### src/rtl/mips31_ctrl_pkg.sv
`default_nettype none
// ============================================================================
//  Module   : mips31_ctrl_pkg
//  Purpose  : Shared encodings for the MIPS31 multi-cycle controller.
//  Revision : 1.0  initial release
// ============================================================================
package mips31_ctrl_pkg;

    // FSM state encoding, visible on the debug state port
    localparam logic [2:0] c_ST_IDLE   = 3'd0;
    localparam logic [2:0] c_ST_FETCH  = 3'd1;
    localparam logic [2:0] c_ST_DECODE = 3'd2;
    localparam logic [2:0] c_ST_EXEC   = 3'd3;
    localparam logic [2:0] c_ST_MEM    = 3'd4;
    localparam logic [2:0] c_ST_WB     = 3'd5;
    localparam logic [2:0] c_ST_ERR    = 3'd6;

    // instr_type bit indices; 0..15 are R-type ALU ops
    localparam logic [4:0] c_I_ADD   = 5'd0;
    localparam logic [4:0] c_I_JR    = 5'd16;
    localparam logic [4:0] c_I_ADDI  = 5'd17;
    localparam logic [4:0] c_I_LUI   = 5'd22;
    localparam logic [4:0] c_I_LW    = 5'd23;
    localparam logic [4:0] c_I_SW    = 5'd24;
    localparam logic [4:0] c_I_BEQ   = 5'd25;
    localparam logic [4:0] c_I_BNE   = 5'd26;
    localparam logic [4:0] c_I_SLTI  = 5'd27;
    localparam logic [4:0] c_I_SLTIU = 5'd28;
    localparam logic [4:0] c_I_J     = 5'd29;
    localparam logic [4:0] c_I_JAL   = 5'd30;

    localparam logic [1:0] c_PC_PLUS4  = 2'd0;
    localparam logic [1:0] c_PC_BRANCH = 2'd1;
    localparam logic [1:0] c_PC_JUMP   = 2'd2;
    localparam logic [1:0] c_PC_RS     = 2'd3;

    localparam logic [1:0] c_DST_RD = 2'd0;
    localparam logic [1:0] c_DST_RT = 2'd1;
    localparam logic [1:0] c_DST_RA = 2'd2;

    localparam logic [1:0] c_WB_ALU = 2'd0;
    localparam logic [1:0] c_WB_MEM = 2'd1;
    localparam logic [1:0] c_WB_PC4 = 2'd2;

    localparam logic [1:0] c_ERR_NONE    = 2'd0;
    localparam logic [1:0] c_ERR_ILLEGAL = 2'd1;
    localparam logic [1:0] c_ERR_IMEM_TO = 2'd2;
    localparam logic [1:0] c_ERR_DMEM_TO = 2'd3;

    // Exactly one bit set, and that bit is a defined opcode (bit 31 is unused)
    function automatic logic is_legal(input logic [31:0] v);
        return (v != 32'd0) && ((v & (v - 32'd1)) == 32'd0) && !v[31];
    endfunction

    function automatic logic [4:0] onehot_index(input logic [31:0] v);
        logic [4:0] idx;
        idx = '0;
        for (int i = 0; i < 31; i++) begin
            if (v[i]) idx = 5'(i);
        end
        return idx;
    endfunction

endpackage
`default_nettype wire

### src/rtl/multicycle_controller_if.sv
`default_nettype none
// ============================================================================
//  Module   : multicycle_controller_if
//  Purpose  : Instruction- and data-memory request/ack handshake bundle.
//  Revision : 1.0  initial release
// ============================================================================
interface multicycle_controller_if;
    logic imem_req;
    logic imem_ack;
    logic dmem_req;
    logic dmem_we;
    logic dmem_ack;

    modport master (
        output imem_req,
        output dmem_req,
        output dmem_we,
        input  imem_ack,
        input  dmem_ack
    );

    modport slave (
        input  imem_req,
        input  dmem_req,
        input  dmem_we,
        output imem_ack,
        output dmem_ack
    );
endinterface
`default_nettype wire

### src/rtl/ctrl_timeout.sv
`default_nettype none
// ============================================================================
//  Module   : ctrl_timeout
//  Purpose  : Wait-cycle counter; expired fires on the limit-th unacked cycle.
//  Revision : 1.0  initial release
// ============================================================================
module ctrl_timeout #(
    parameter int MEM_TIMEOUT = 15
) (
    input  wire  clk,
    input  wire  rst,
    input  wire  clr,
    input  wire  inc,
    output logic expired
);

    generate
        if (MEM_TIMEOUT > 0) begin : g_enabled
            localparam int              c_CW   = $clog2(MEM_TIMEOUT + 1);
            localparam logic [c_CW-1:0] c_LAST = c_CW'(MEM_TIMEOUT - 1);

            logic [c_CW-1:0] r_count;

            always_ff @(posedge clk or posedge rst) begin
                if (rst) begin
                    r_count <= '0;
                end else if (clr) begin
                    r_count <= '0;
                end else if (inc) begin
                    r_count <= r_count + c_CW'(1);
                end
            end

            // An ack in the limit cycle keeps inc low, so it wins over expiry
            assign expired = inc && (r_count == c_LAST);
        end else begin : g_disabled
            assign expired = 1'b0;
        end
    endgenerate

endmodule
`default_nettype wire

### src/rtl/multicycle_controller.sv
`default_nettype none
// ============================================================================
//  Module   : multicycle_controller
//  Purpose  : MIPS31 multi-cycle sequencer: fetch/decode/exec/mem/wb control.
//  Revision : 1.0  initial release
// ============================================================================
module multicycle_controller
    import mips31_ctrl_pkg::*;
#(
    parameter int MEM_TIMEOUT = 15,
    parameter int CNT_W       = 32
) (
    input  wire                       clk,
    input  wire                       rst,
    input  wire                       en,
    input  wire        [31:0]         instr_type,
    input  wire                       zero,
    multicycle_controller_if.master   mem,
    output logic                      ir_we,
    output logic                      pc_we,
    output logic       [1:0]          pc_src,
    output logic       [4:0]          alu_op,
    output logic                      reg_we,
    output logic       [1:0]          reg_dst,
    output logic       [1:0]          wb_sel,
    output logic       [2:0]          state,
    output logic                      err,
    output logic       [1:0]          err_code,
    output logic       [CNT_W-1:0]    retired
);

    logic [2:0]       r_state;
    logic [4:0]       r_alu_op;
    logic             r_err;
    logic [1:0]       r_err_code;
    logic [CNT_W-1:0] r_retired;

    logic [2:0]       w_next_state;
    logic [1:0]       w_err_cause;
    logic             w_legal;
    logic             w_is_flow;
    logic             w_is_lw;
    logic             w_is_sw;
    logic             w_tmo_clr;
    logic             w_tmo_inc;
    logic             w_tmo_expired;
    logic             w_retire;

    assign w_legal   = is_legal(instr_type);
    assign w_is_lw   = (r_alu_op == c_I_LW);
    assign w_is_sw   = (r_alu_op == c_I_SW);
    assign w_is_flow = (r_alu_op == c_I_JR)  || (r_alu_op == c_I_BEQ) ||
                       (r_alu_op == c_I_BNE) || (r_alu_op == c_I_J)   ||
                       (r_alu_op == c_I_JAL);

    always_comb begin
        w_next_state = r_state;
        w_err_cause  = c_ERR_DMEM_TO;
        case (r_state)
            c_ST_IDLE: begin
                if (en) w_next_state = c_ST_FETCH;
            end
            c_ST_FETCH: begin
                w_err_cause = c_ERR_IMEM_TO;
                if (mem.imem_ack)       w_next_state = c_ST_DECODE;
                else if (w_tmo_expired) w_next_state = c_ST_ERR;
            end
            c_ST_DECODE: begin
                w_err_cause  = c_ERR_ILLEGAL;
                w_next_state = w_legal ? c_ST_EXEC : c_ST_ERR;
            end
            c_ST_EXEC: begin
                if (w_is_flow)               w_next_state = c_ST_FETCH;
                else if (w_is_lw || w_is_sw) w_next_state = c_ST_MEM;
                else                         w_next_state = c_ST_WB;
            end
            c_ST_MEM: begin
                if (mem.dmem_ack)       w_next_state = w_is_sw ? c_ST_FETCH : c_ST_WB;
                else if (w_tmo_expired) w_next_state = c_ST_ERR;
            end
            c_ST_WB:  w_next_state = c_ST_FETCH;
            c_ST_ERR: w_next_state = c_ST_ERR;
            default:  w_next_state = c_ST_IDLE;
        endcase
    end

    // The wait counter restarts on every fresh entry into a request state
    assign w_tmo_clr = (w_next_state != r_state) &&
                       ((w_next_state == c_ST_FETCH) || (w_next_state == c_ST_MEM));
    assign w_tmo_inc = ((r_state == c_ST_FETCH) && !mem.imem_ack) ||
                       ((r_state == c_ST_MEM)   && !mem.dmem_ack);
    assign w_retire  = (w_next_state == c_ST_FETCH) &&
                       ((r_state == c_ST_EXEC) || (r_state == c_ST_MEM) || (r_state == c_ST_WB));

    ctrl_timeout #(
        .MEM_TIMEOUT (MEM_TIMEOUT)
    ) u_timeout (
        .clk     (clk),
        .rst     (rst),
        .clr     (w_tmo_clr),
        .inc     (w_tmo_inc),
        .expired (w_tmo_expired)
    );

    always_ff @(posedge clk or posedge rst) begin
        if (rst) begin
            r_state    <= c_ST_IDLE;
            r_alu_op   <= '0;
            r_err      <= 1'b0;
            r_err_code <= c_ERR_NONE;
            r_retired  <= '0;
        end else begin
            r_state <= w_next_state;
            if ((r_state == c_ST_DECODE) && w_legal) begin
                r_alu_op <= onehot_index(instr_type);
            end
            if ((w_next_state == c_ST_ERR) && (r_state != c_ST_ERR)) begin
                r_err      <= 1'b1;
                r_err_code <= w_err_cause;
            end
            if (w_retire) begin
                r_retired <= r_retired + CNT_W'(1);
            end
        end
    end

    always_comb begin
        mem.imem_req = 1'b0;
        mem.dmem_req = 1'b0;
        mem.dmem_we  = 1'b0;
        ir_we        = 1'b0;
        pc_we        = 1'b0;
        pc_src       = c_PC_PLUS4;
        alu_op       = 5'd0;
        reg_we       = 1'b0;
        reg_dst      = c_DST_RD;
        wb_sel       = c_WB_ALU;
        case (r_state)
            c_ST_FETCH: begin
                mem.imem_req = 1'b1;
                if (mem.imem_ack) begin
                    ir_we = 1'b1;
                    pc_we = 1'b1;
                end
            end
            c_ST_EXEC: begin
                alu_op = r_alu_op;
                case (r_alu_op)
                    c_I_BEQ: begin
                        pc_we  = zero;
                        pc_src = c_PC_BRANCH;
                    end
                    c_I_BNE: begin
                        pc_we  = ~zero;
                        pc_src = c_PC_BRANCH;
                    end
                    c_I_J: begin
                        pc_we  = 1'b1;
                        pc_src = c_PC_JUMP;
                    end
                    c_I_JAL: begin
                        pc_we   = 1'b1;
                        pc_src  = c_PC_JUMP;
                        reg_we  = 1'b1;
                        reg_dst = c_DST_RA;
                        wb_sel  = c_WB_PC4;
                    end
                    c_I_JR: begin
                        pc_we  = 1'b1;
                        pc_src = c_PC_RS;
                    end
                    default: ;
                endcase
            end
            c_ST_MEM: begin
                alu_op       = r_alu_op;
                mem.dmem_req = 1'b1;
                mem.dmem_we  = w_is_sw;
            end
            c_ST_WB: begin
                alu_op  = r_alu_op;
                reg_we  = 1'b1;
                reg_dst = (r_alu_op < c_I_JR) ? c_DST_RD : c_DST_RT;
                wb_sel  = w_is_lw ? c_WB_MEM : c_WB_ALU;
            end
            default: ;
        endcase
    end

    assign state    = r_state;
    assign err      = r_err;
    assign err_code = r_err_code;
    assign retired  = r_retired;

endmodule
`default_nettype wire

### src/flat_wrapper.sv
// flat-port wrapper written by rule: the top's interface ports become plain ports
module multicycle_controller_flat import mips31_ctrl_pkg::*;
#(
    parameter int MEM_TIMEOUT = 15,
    parameter int CNT_W       = 32
)
  (clk, rst, en, instr_type, zero, ir_we, pc_we, pc_src, alu_op, reg_we, reg_dst, wb_sel, state, err, err_code, retired, mem_imem_req, mem_dmem_req, mem_dmem_we, mem_imem_ack, mem_dmem_ack);
  multicycle_controller_if mem_i ();
  input  wire clk;
  input  wire rst;
  input  wire en;
  input  wire        [31:0] instr_type;
  input  wire zero;
  output logic ir_we;
  output logic pc_we;
  output logic       [1:0] pc_src;
  output logic       [4:0] alu_op;
  output logic reg_we;
  output logic       [1:0] reg_dst;
  output logic       [1:0] wb_sel;
  output logic       [2:0] state;
  output logic err;
  output logic       [1:0] err_code;
  output logic       [CNT_W-1:0] retired;
  output wire logic [$bits(mem_i.imem_req)-1:0] mem_imem_req;
  output wire logic [$bits(mem_i.dmem_req)-1:0] mem_dmem_req;
  output wire logic [$bits(mem_i.dmem_we)-1:0] mem_dmem_we;
  input wire logic [$bits(mem_i.imem_ack)-1:0] mem_imem_ack;
  input wire logic [$bits(mem_i.dmem_ack)-1:0] mem_dmem_ack;
  assign mem_imem_req = mem_i.imem_req;
  assign mem_dmem_req = mem_i.dmem_req;
  assign mem_dmem_we = mem_i.dmem_we;
  assign mem_i.imem_ack = mem_imem_ack;
  assign mem_i.dmem_ack = mem_dmem_ack;
  multicycle_controller #(.MEM_TIMEOUT(MEM_TIMEOUT), .CNT_W(CNT_W)) u_core (.clk(clk), .rst(rst), .en(en), .instr_type(instr_type), .zero(zero), .mem(mem_i), .ir_we(ir_we), .pc_we(pc_we), .pc_src(pc_src), .alu_op(alu_op), .reg_we(reg_we), .reg_dst(reg_dst), .wb_sel(wb_sel), .state(state), .err(err), .err_code(err_code), .retired(retired));
endmodule
### config.mk
export PLATFORM = sky130hd
export DESIGN_NAME = multicycle_controller_flat
export DESIGN_NICKNAME = d
export VERILOG_FILES = /design/src/rtl/mips31_ctrl_pkg.sv /design/src/rtl/multicycle_controller_if.sv /design/src/rtl/ctrl_timeout.sv /design/src/rtl/multicycle_controller.sv /design/src/flat_wrapper.sv
export SDC_FILE = /design/constraint.sdc
export NUM_CORES = 1
export LEC_CHECK = 0
export CORE_ASPECT_RATIO = 1.4
export CORE_MARGIN = 1.5
export CORE_UTILIZATION = 48
export DETAILED_ROUTE_END_ITERATION = 10
export GPL_ROUTABILITY_DRIVEN = 0
export PLACE_DENSITY_LB_ADDON = 0.12
export SYNTH_ARGS = -nofsm -noshare
export SYNTH_HDL_FRONTEND = slang
export SYNTH_SLANG_ARGS = --single-unit
### constraint.sdc
create_clock -name clk -period 3 [get_ports clk]
set_input_delay 0.6 -clock clk [delete_from_list [all_inputs] [get_ports clk]]
set_output_delay 0.6 -clock clk [all_outputs]
set_load 0.01 [all_outputs]
==> metrics.log, run 1 <==
[metrics] most frequent cells in the layout: 76 x clkdlybuf4s50_1, 68 x buf_4, 47 x dfrtp_1
[metrics] type of the most critical hold path: flop to flop
[metrics] global route total overflow: 0
[metrics] number of antenna cells inserted: 0
[metrics] final hold violation count: 0
[metrics] number of global-route vias before repair: 3,226
[metrics] Clock Skews: 0.0109 ns
[metrics] critical path type: primary input to flop
[metrics] unrepaired setup endpoints after global routing: yes
[metrics] max-capacitance violation count: 0
[metrics] worst-case setup slack after placement: -1.01 ns
[metrics] fraction of post-synthesis cell area in the top cell type by area: 37.9%
[metrics] final critical delay including setup and external delays: around 3.2 ns
[metrics] required time of the critical path: 3.19 ns
[metrics] worst hold slack: 0.489 ns
[metrics] Synth area leaders: dfrtp_1 38%, xnor2_1 7.1%, nand2_1 3.9%
[metrics] initial antenna violation count: 0
[metrics] Crit Reg-Reg Startpoint: u_core.r_alu_op[1]
[metrics] met2 track demand over resource: 48.2%
[metrics] Final Net Count: 545
[metrics] kind of start point of the critical path: primary input
[metrics] number of buffers created by CTS: 5
[metrics] Relative slew margins: between 50 and 60%
[metrics] Worst Setup Slack, final: -0.190 ns
[metrics] combined area of all synthesized cells: slightly above 3000 um2
[metrics] warning count from the yosys run: 0
[metrics] Port Buffer Count: 92
[metrics] clock tree from TritonCTS: built
[metrics] H-tree levels: 2
[metrics] placed wire-length estimate: 6970 um
[metrics] cts-stage hold buffer count: 0
[metrics] total routing usage reported by global routing: 26.0%
[metrics] Finish-stage setup viols: 14
[metrics] Global Route met1 Usage: just under 30%
[metrics] dominant cell type by count on the critical path: or4_4
[metrics] DRC viols: 0
[metrics] kind of end point of the critical path: flop
[metrics] CTS Sinks: 47
[metrics] share of post-route cells with drive strength above 1: 23.2%
[metrics] maximum clock frequency: 313 MHz
[metrics] number of synthesized flops with an enable pin: 0
[metrics] met3 global-route usage: 2.68%
[metrics] Post-synth ARST share: 100%
[metrics] wirelength, routed: 9020 um
[metrics] placeable core region: 6210 um2
[metrics] most common cell after layout, fill and taps aside: clkdlybuf4s50_1
[metrics] final design utilization: 76.0%
[metrics] Vias/cell: 5.66
[metrics] die area: approximately 7000 um2
[metrics] clock slew at reported path FFs: 0.08 ns
[metrics] most frequently used flop master after synthesis: dfrtp_1
[metrics] cell-by-cell trace of the critical path: buf_6 -> or4_4 -> or4_4 -> a2111o_1 -> a2111oi_4 -> nand2_1 -> or2_4 -> mux2_4
[metrics] number of vias in the routed layout: 3,267
[metrics] delay of the slowest critical-path stage: 0.63 ns
[metrics] Critical Path Start: instr_type[13]
[metrics] fin. max-slew vios: 0
[metrics] failing checks: negative setup slack
[metrics] Worst Min Path Start: u_core.err
[metrics] relative area change from synthesis to final layout: 52.3%
[metrics] mean instance size in the synthesized netlist: 8.99 um2
[metrics] WL/cell: 15.6 um
[metrics] largest vdd supply drop: just under 300 uV
[metrics] pin slew with the least headroom to its limit: 0.616 ns
[metrics] cell at the slowest stage of the critical path: or4_4
[metrics] power density relative to cell area: between 400 and 500 nW/um2
[metrics] final setup TNS: -1.87 ns
[metrics] outcome: finished, violations left
[metrics] Post-Syn Nets: between 300 and 400
[metrics] pin count of the biggest net entering global routing: 48
[metrics] count of pins on the block boundary: 93
[metrics] number of search-and-repair iterations in the first detailed-routing pass: 4
[metrics] die width: just over 70 um
[metrics] global-route wire length before repair: 14,700 um
[metrics] final worst path period share: 106%
[metrics] sequential fraction of the synthesis area: 37.9%
[metrics] post-synth cell types: 62
[metrics] buffer depth of the longest clock path: 2
[metrics] initial DRC count: approximately 150
[metrics] effective utilization at floorplan: 49.9%
[metrics] row count: 34
[metrics] post-route ant nets: 0
[metrics] flip-flop and latch count after synthesis: 47
[metrics] root cell of the clock tree: clkbuf_8
[metrics] Post-Synthesis Cells: 345
[metrics] Clock Latency Late Sink: 0.30 ns
[metrics] highest net fanout along the worst path: 8
[metrics] Die Height: between 90 and 100 um
[metrics] WP data arrival: between 3 and 4 ns
[metrics] most congested layer reported by global routing: met2
[metrics] Yosys top cell by area: dfrtp_1
[metrics] leakage power total: 2.05 nW
==> power breakdown <==
part / switching, mW / total (mW) / internal (mW) / leakage, nW
clock network: 0.213 / 0.546 / 0.333 / 0.0654
registers: 0.141 / 0.861 / 0.720 / 0.625
logic: 0.447 / 0.917 / 0.470 / 1.36
==> worst max-delay path: cells and delay by family <==
| kind | cells | cell delay [ns] |
|---|---|---|
| simple gates | 4 | 1.60 |
| mux | 1 | 0.30 |
| compound gates | 2 | 0.78 |
| buf+inv | 1 | 0.09 |
==> Yosys cell counts, drive strengths merged, types with 4 or more instances <==
master   n
dfrtp   47
nand2   32
nor2    27
xnor2   25
a21oi   19
nand3   17
inv     14
nor3    12
o21ai   11
nor4    10
nand4    9
xor2     9
and3     7
or4      7
and2     6
buf      6
mux2     6
o21bai   6
a211oi   5
and4     5
o31ai    5
or2      4
or3      4
==> registers in the layout, indices dropped and copies added (netlist names) <==
register,flops
u_core.err,1
u_core.err_code,2
u_core.r_alu_op,5
u_core.retired,32
u_core.state,3
u_core.u_timeout.g_enabled.r_count,4
==> cell type report <==
| cell class | count | area, um2 |
|---|---|---|
| flip-flops and latches | 47 | 1180 |
| repair buffers | 161 | 1400 |
| clock inverters | 2 | 60.1 |
| fillers | 481 | 1490 |
| multi-input cells | 275 | 1880 |
| inverters | 14 | 52.6 |
| well taps | 72 | 90.1 |
| clock buffers | 6 | 72.6 |
==> stage by stage <==
stage               area, um2  power [mW]  instances
detailed placement       4560        1.75        567
finish                   4720        2.32        577
floorplan                3110        1.29        345
global placement         4560        1.73        567
global route             4720        2.45        577
CTS                      4690        2.30        575
==> what timing repair did <==
action | in CTS | in global routing
endpoints found under the hold margin | 0 | 0
buffers inserted | 0 | 2
endpoints found under the setup margin | 15 | 32
pin swaps | 9 | 9
gates resized for setup | 55 | 13
==> metal layers <==
metal	vias up	routed length (um)	share of wire, %
met1	1547	3530	39
met3	20	339	3.8
met4	0	273	3.0
met5	-	0	0
met2	107	4870	54
li1	1593	-	-
==> kinds of logic after synthesis <==
kind of cell	synth area share (%)
muxes	3.11
buffers and inverters	3.67
AOI/OAI and AO/OA	16.5
and+or+nand+nor	27.6
adders and majority gates	1.53
DFF	37.9
xor gates and xnor gates	9.60
==> path summary, 6_finish.rpt <==
check                                endpoint  slack [ns]  depth (start not counted)
setup / recovery           u_core.r_alu_op[3]       -0.19                          8
hold / removal                     u_core.err        0.49                          2
setup reg to reg           u_core.retired[31]        0.36                          9
hold reg to reg                    u_core.err        0.49                          2
max in group asynchronous   u_core.retired[2]        1.85                          3
min in group asynchronous  u_core.retired[23]        0.74                          3
Note: power is estimated with default switching activity, not from simulation.
==> run 2, diff against run 1 <==
CORE_ASPECT_RATIO = 0.75   (was 1.4)
==> metrics.log, run 2 (synthesis results as in run 1) <==
[metrics] outcome: finished, violations left
[metrics] failing checks: negative setup slack
[metrics] switching power share of the total: 37.2% (+2.8 points)
[metrics] Buffers & Inverters on Critical Path: 1 (unchanged)
[metrics] Worst Min Path Start: u_core.retired[25]
[metrics] highest net fanout along the worst path: 8 (unchanged)
[metrics] number of vias in the routed layout: 3,220 (-1.4%)
[metrics] wirelength, routed: 8780 um (-2.6%)
[metrics] number of global-route vias before repair: 3,080 (-4.5%)
[metrics] effective utilization at floorplan: 49.3% (-0.61 points)
[metrics] final hold violation count: 0 (unchanged)
[metrics] final critical delay including setup and external delays: 3.22 ns (+0.0248 ns)
[metrics] most frequent cells in the layout: 76 x clkdlybuf4s50_1, 63 x buf_4, 46 x dfrtp_1
[metrics] WP data arrival: 3.39 ns (about the same)
[metrics] most common cell after layout, fill and taps aside: clkdlybuf4s50_1
[metrics] length in cells of the worst reg-to-reg path: 8 (-1)
[metrics] Gate power share: 44.9% (+5.4 points)
[metrics] share of power burned in the clock network: 17.2% (-6.3 points)
[metrics] power density relative to cell area: 464 nW/um2 (-5.7%)
[metrics] Routed met3 length: 489 um (+44%)
[metrics] Non-Filler Instances: 582 (+0.87%)
[metrics] Final Net Count: 541 (-0.73%)
[metrics] kind of end point of the critical path: flop
[metrics] Finish-stage setup viols: 13 (-1)
[metrics] kind of start point of the critical path: primary input
[metrics] Clock Latency Late Sink: 0.29 ns (about the same)
[metrics] unrepaired setup endpoints after global routing: yes
[metrics] worst min-delay path endpoint: u_core.retired[25]
[metrics] number of buffers created by CTS: 5 (unchanged)
[metrics] cell-by-cell trace of the critical path: buf_6 -> or4_4 -> or4_4 -> nor4_4 -> o2111ai_1 -> or4b_4 -> or2_4 -> mux2_4
[metrics] worst hold stages: 1 (-1)
[metrics] Port Buffer Count: 92 (unchanged)
[metrics] number of search-and-repair iterations in the first detailed-routing pass: 4 (unchanged)
[metrics] Clock Skews: 0.00966 ns (-0.00121 ns)
[metrics] portion of total power attributed to sequential cells: 37.9% (+0.8 points)
[metrics] buffer depth of the longest clock path: 2 (unchanged)
[metrics] worst-case setup slack after placement: -1.05 ns (-0.0413 ns)
[metrics] die width: 95.8 um (+35%)
[metrics] final setup TNS: -2.47 ns (-0.603 ns)
[metrics] type of the most critical hold path: flop to flop
[metrics] Die Height: 72.6 um (-26%)
[metrics] post-route ant nets: 0 (unchanged)
[metrics] number of flip-flops in the largest register: 32 (unchanged)
[metrics] uppermost layer routed: met4
[metrics] clock slew at reported path FFs: 0.08 ns (about the same)
[metrics] Crit Reg-Reg Startpoint: u_core.r_alu_op[3]
[metrics] number of antenna cells inserted: 0 (unchanged)
[metrics] post-route design area: 4680 um2 (-0.90%)
[metrics] WL/cell: 15.1 um (-3.4%)
[metrics] global route total overflow: 0 (unchanged)
[metrics] placed wire-length estimate: 6990 um (+0.16%)
[metrics] cts-stage hold buffer count: 0 (unchanged)
[metrics] Vias/cell: 5.53 (-2.3%)
[metrics] cell area reported after detailed placement: 4540 um2 (-0.58%)
[metrics] slack of the worst reg-to-reg path: 0.35 ns (about the same)
[metrics] count of pins on the block boundary: 93 (unchanged)
[metrics] final design utilization: 74.4% (-1.6 points)
[metrics] row count: 25 (-26%)
[metrics] critical path type: primary input to flop
[metrics] root cell of the clock tree: clkbuf_8
[metrics] wire length on met2: 4090 um (-16%)
[metrics] Worst Setup Slack, final: -0.215 ns (-0.0248 ns)
[metrics] die area: 6960 um2 (about the same)
[metrics] placeable core region: 6290 um2 (+1.2%)
[metrics] relative area change from synthesis to final layout: 51.0%
[metrics] switching power: 0.809 mW (+1.2%)
[metrics] required time of the critical path: 3.18 ns (about the same)
[metrics] Inst Count DP: 571 (+0.71%)
[metrics] worst r2r dst: u_core.retired[31]
[metrics] Relative slew margins: 42.8% (-16 points)
[metrics] dominant cell type by count on the critical path: or4_4
[metrics] crit-path leading delay family: simple AND/OR/NAND/NOR gates
[metrics] share of post-route cells with drive strength above 1: 23.8% (+0.58 points)
[metrics] initial DRC count: 112 (-27%)
[metrics] CTS Sinks: 47 (unchanged)
[metrics] initial antenna violation count: 0 (unchanged)
[metrics] Routed met1 length: 4150 um (+17%)
[metrics] clock tree from TritonCTS: built
[metrics] leakage power total: 2.01 nW (-2.2%)
[metrics] fin. max-slew vios: 0 (unchanged)
[metrics] max-capacitance violation count: 0 (unchanged)
[metrics] design internal power: 1.36 mW (-11%)
[metrics] pin slew with the least headroom to its limit: 0.857 ns (+0.241 ns)
[metrics] cell at the slowest stage of the critical path: or4_4
[metrics] maximum clock frequency: 311 MHz (-0.77%)
[metrics] DRC viols: 0 (unchanged)
[metrics] global-route wire length before repair: 14,500 um (-0.80%)
[metrics] final worst path period share: 107% (+0.83 points)
[metrics] H-tree levels: 2 (unchanged)
[metrics] total routing usage reported by global routing: 26.3% (+0.28 points)
[metrics] largest vdd supply drop: 241 uV (-18%)
[metrics] pin count of the biggest net entering global routing: 43 (-10%)
[metrics] delay of the slowest critical-path stage: 0.62 ns (about the same)
-- run 2: metrics by stage --
step,total power [mW],hold WS (ns)
3_5_place_dp,1.75,0.487
6_report,2.17,0.494
3_3_place_gp,1.73,0.462
5_1_grt,2.33,0.521
4_1_cts,2.13,0.502
2_1_floorplan,1.29,0.508
-- run 2: worst max-delay path by stage --
| stage | startpoint | to | slack [ns] | depth (start not counted) |
|---|---|---|---|---|
| final | instr_type[11] | u_core.r_alu_op[2] | -0.22 | 8 |
| after global routing | instr_type[11] | u_core.u_timeout.g_enabled.r_count[2] | -0.28 | 10 |
| after CTS | instr_type[15] | u_core.r_alu_op[2] | -0.27 | 8 |
| after detailed placement | instr_type[0] | u_core.r_alu_op[2] | -1.05 | 8 |
| after global placement | instr_type[0] | u_core.r_alu_op[0] | -0.87 | 8 |
| after floorplan | instr_type[0] | u_core.r_alu_op[0] | -0.44 | 9 |
-- run 2: what timing repair did --
| item | 4_1_cts | 5_1_grt |
|---|---|---|
| gates resized for setup | 56 | 20 |
| gates cloned | 0 | 0 |
| pin swaps | 14 | 9 |
| setup buffers | 2 | 1 |
| setup endpoints to repair | 14 | 15 |
-- run 2: worst register-to-register path: stages (launching register included) --
cell	delay (ns)
dfrtp_1	0.51
nor4b_1	0.28
buf_4	0.17
nand4b_1	0.09
a31oi_1	0.36
o2111ai_1	0.32
nor3_1	0.48
nand4_1	0.18
xnor2_1	0.16
-- run 2: area by class of cell --
cell class,count,area (um2)
Clock inverter,2,12.5
Sequential cell,47,1180
Inverter,14,52.6
Multi-Input combinational cell,275,1890
Tap cell,81,101
Timing Repair Buffer,157,1370
Fill cell,503,1610
Clock buffer,6,72.6
-- run 2: power groups by stage --
stage | Combinational [mW] | Clock [mW] | Sequential [mW]
after detailed placement | 0.917 | 0 | 0.836
after CTS | 0.925 | 0.385 | 0.822
after global placement | 0.901 | 0 | 0.831
final | 0.975 | 0.373 | 0.824
after floorplan | 0.449 | 0 | 0.836
after global routing | 1.07 | 0.417 | 0.840
-- run 2: routing by layer --
layer	vias up	GRT usage (%)
li1	1592	-
met1	1519	38.0
met2	103	41.7
met3	6	4.27
met4	0	5.56
met5	-	0
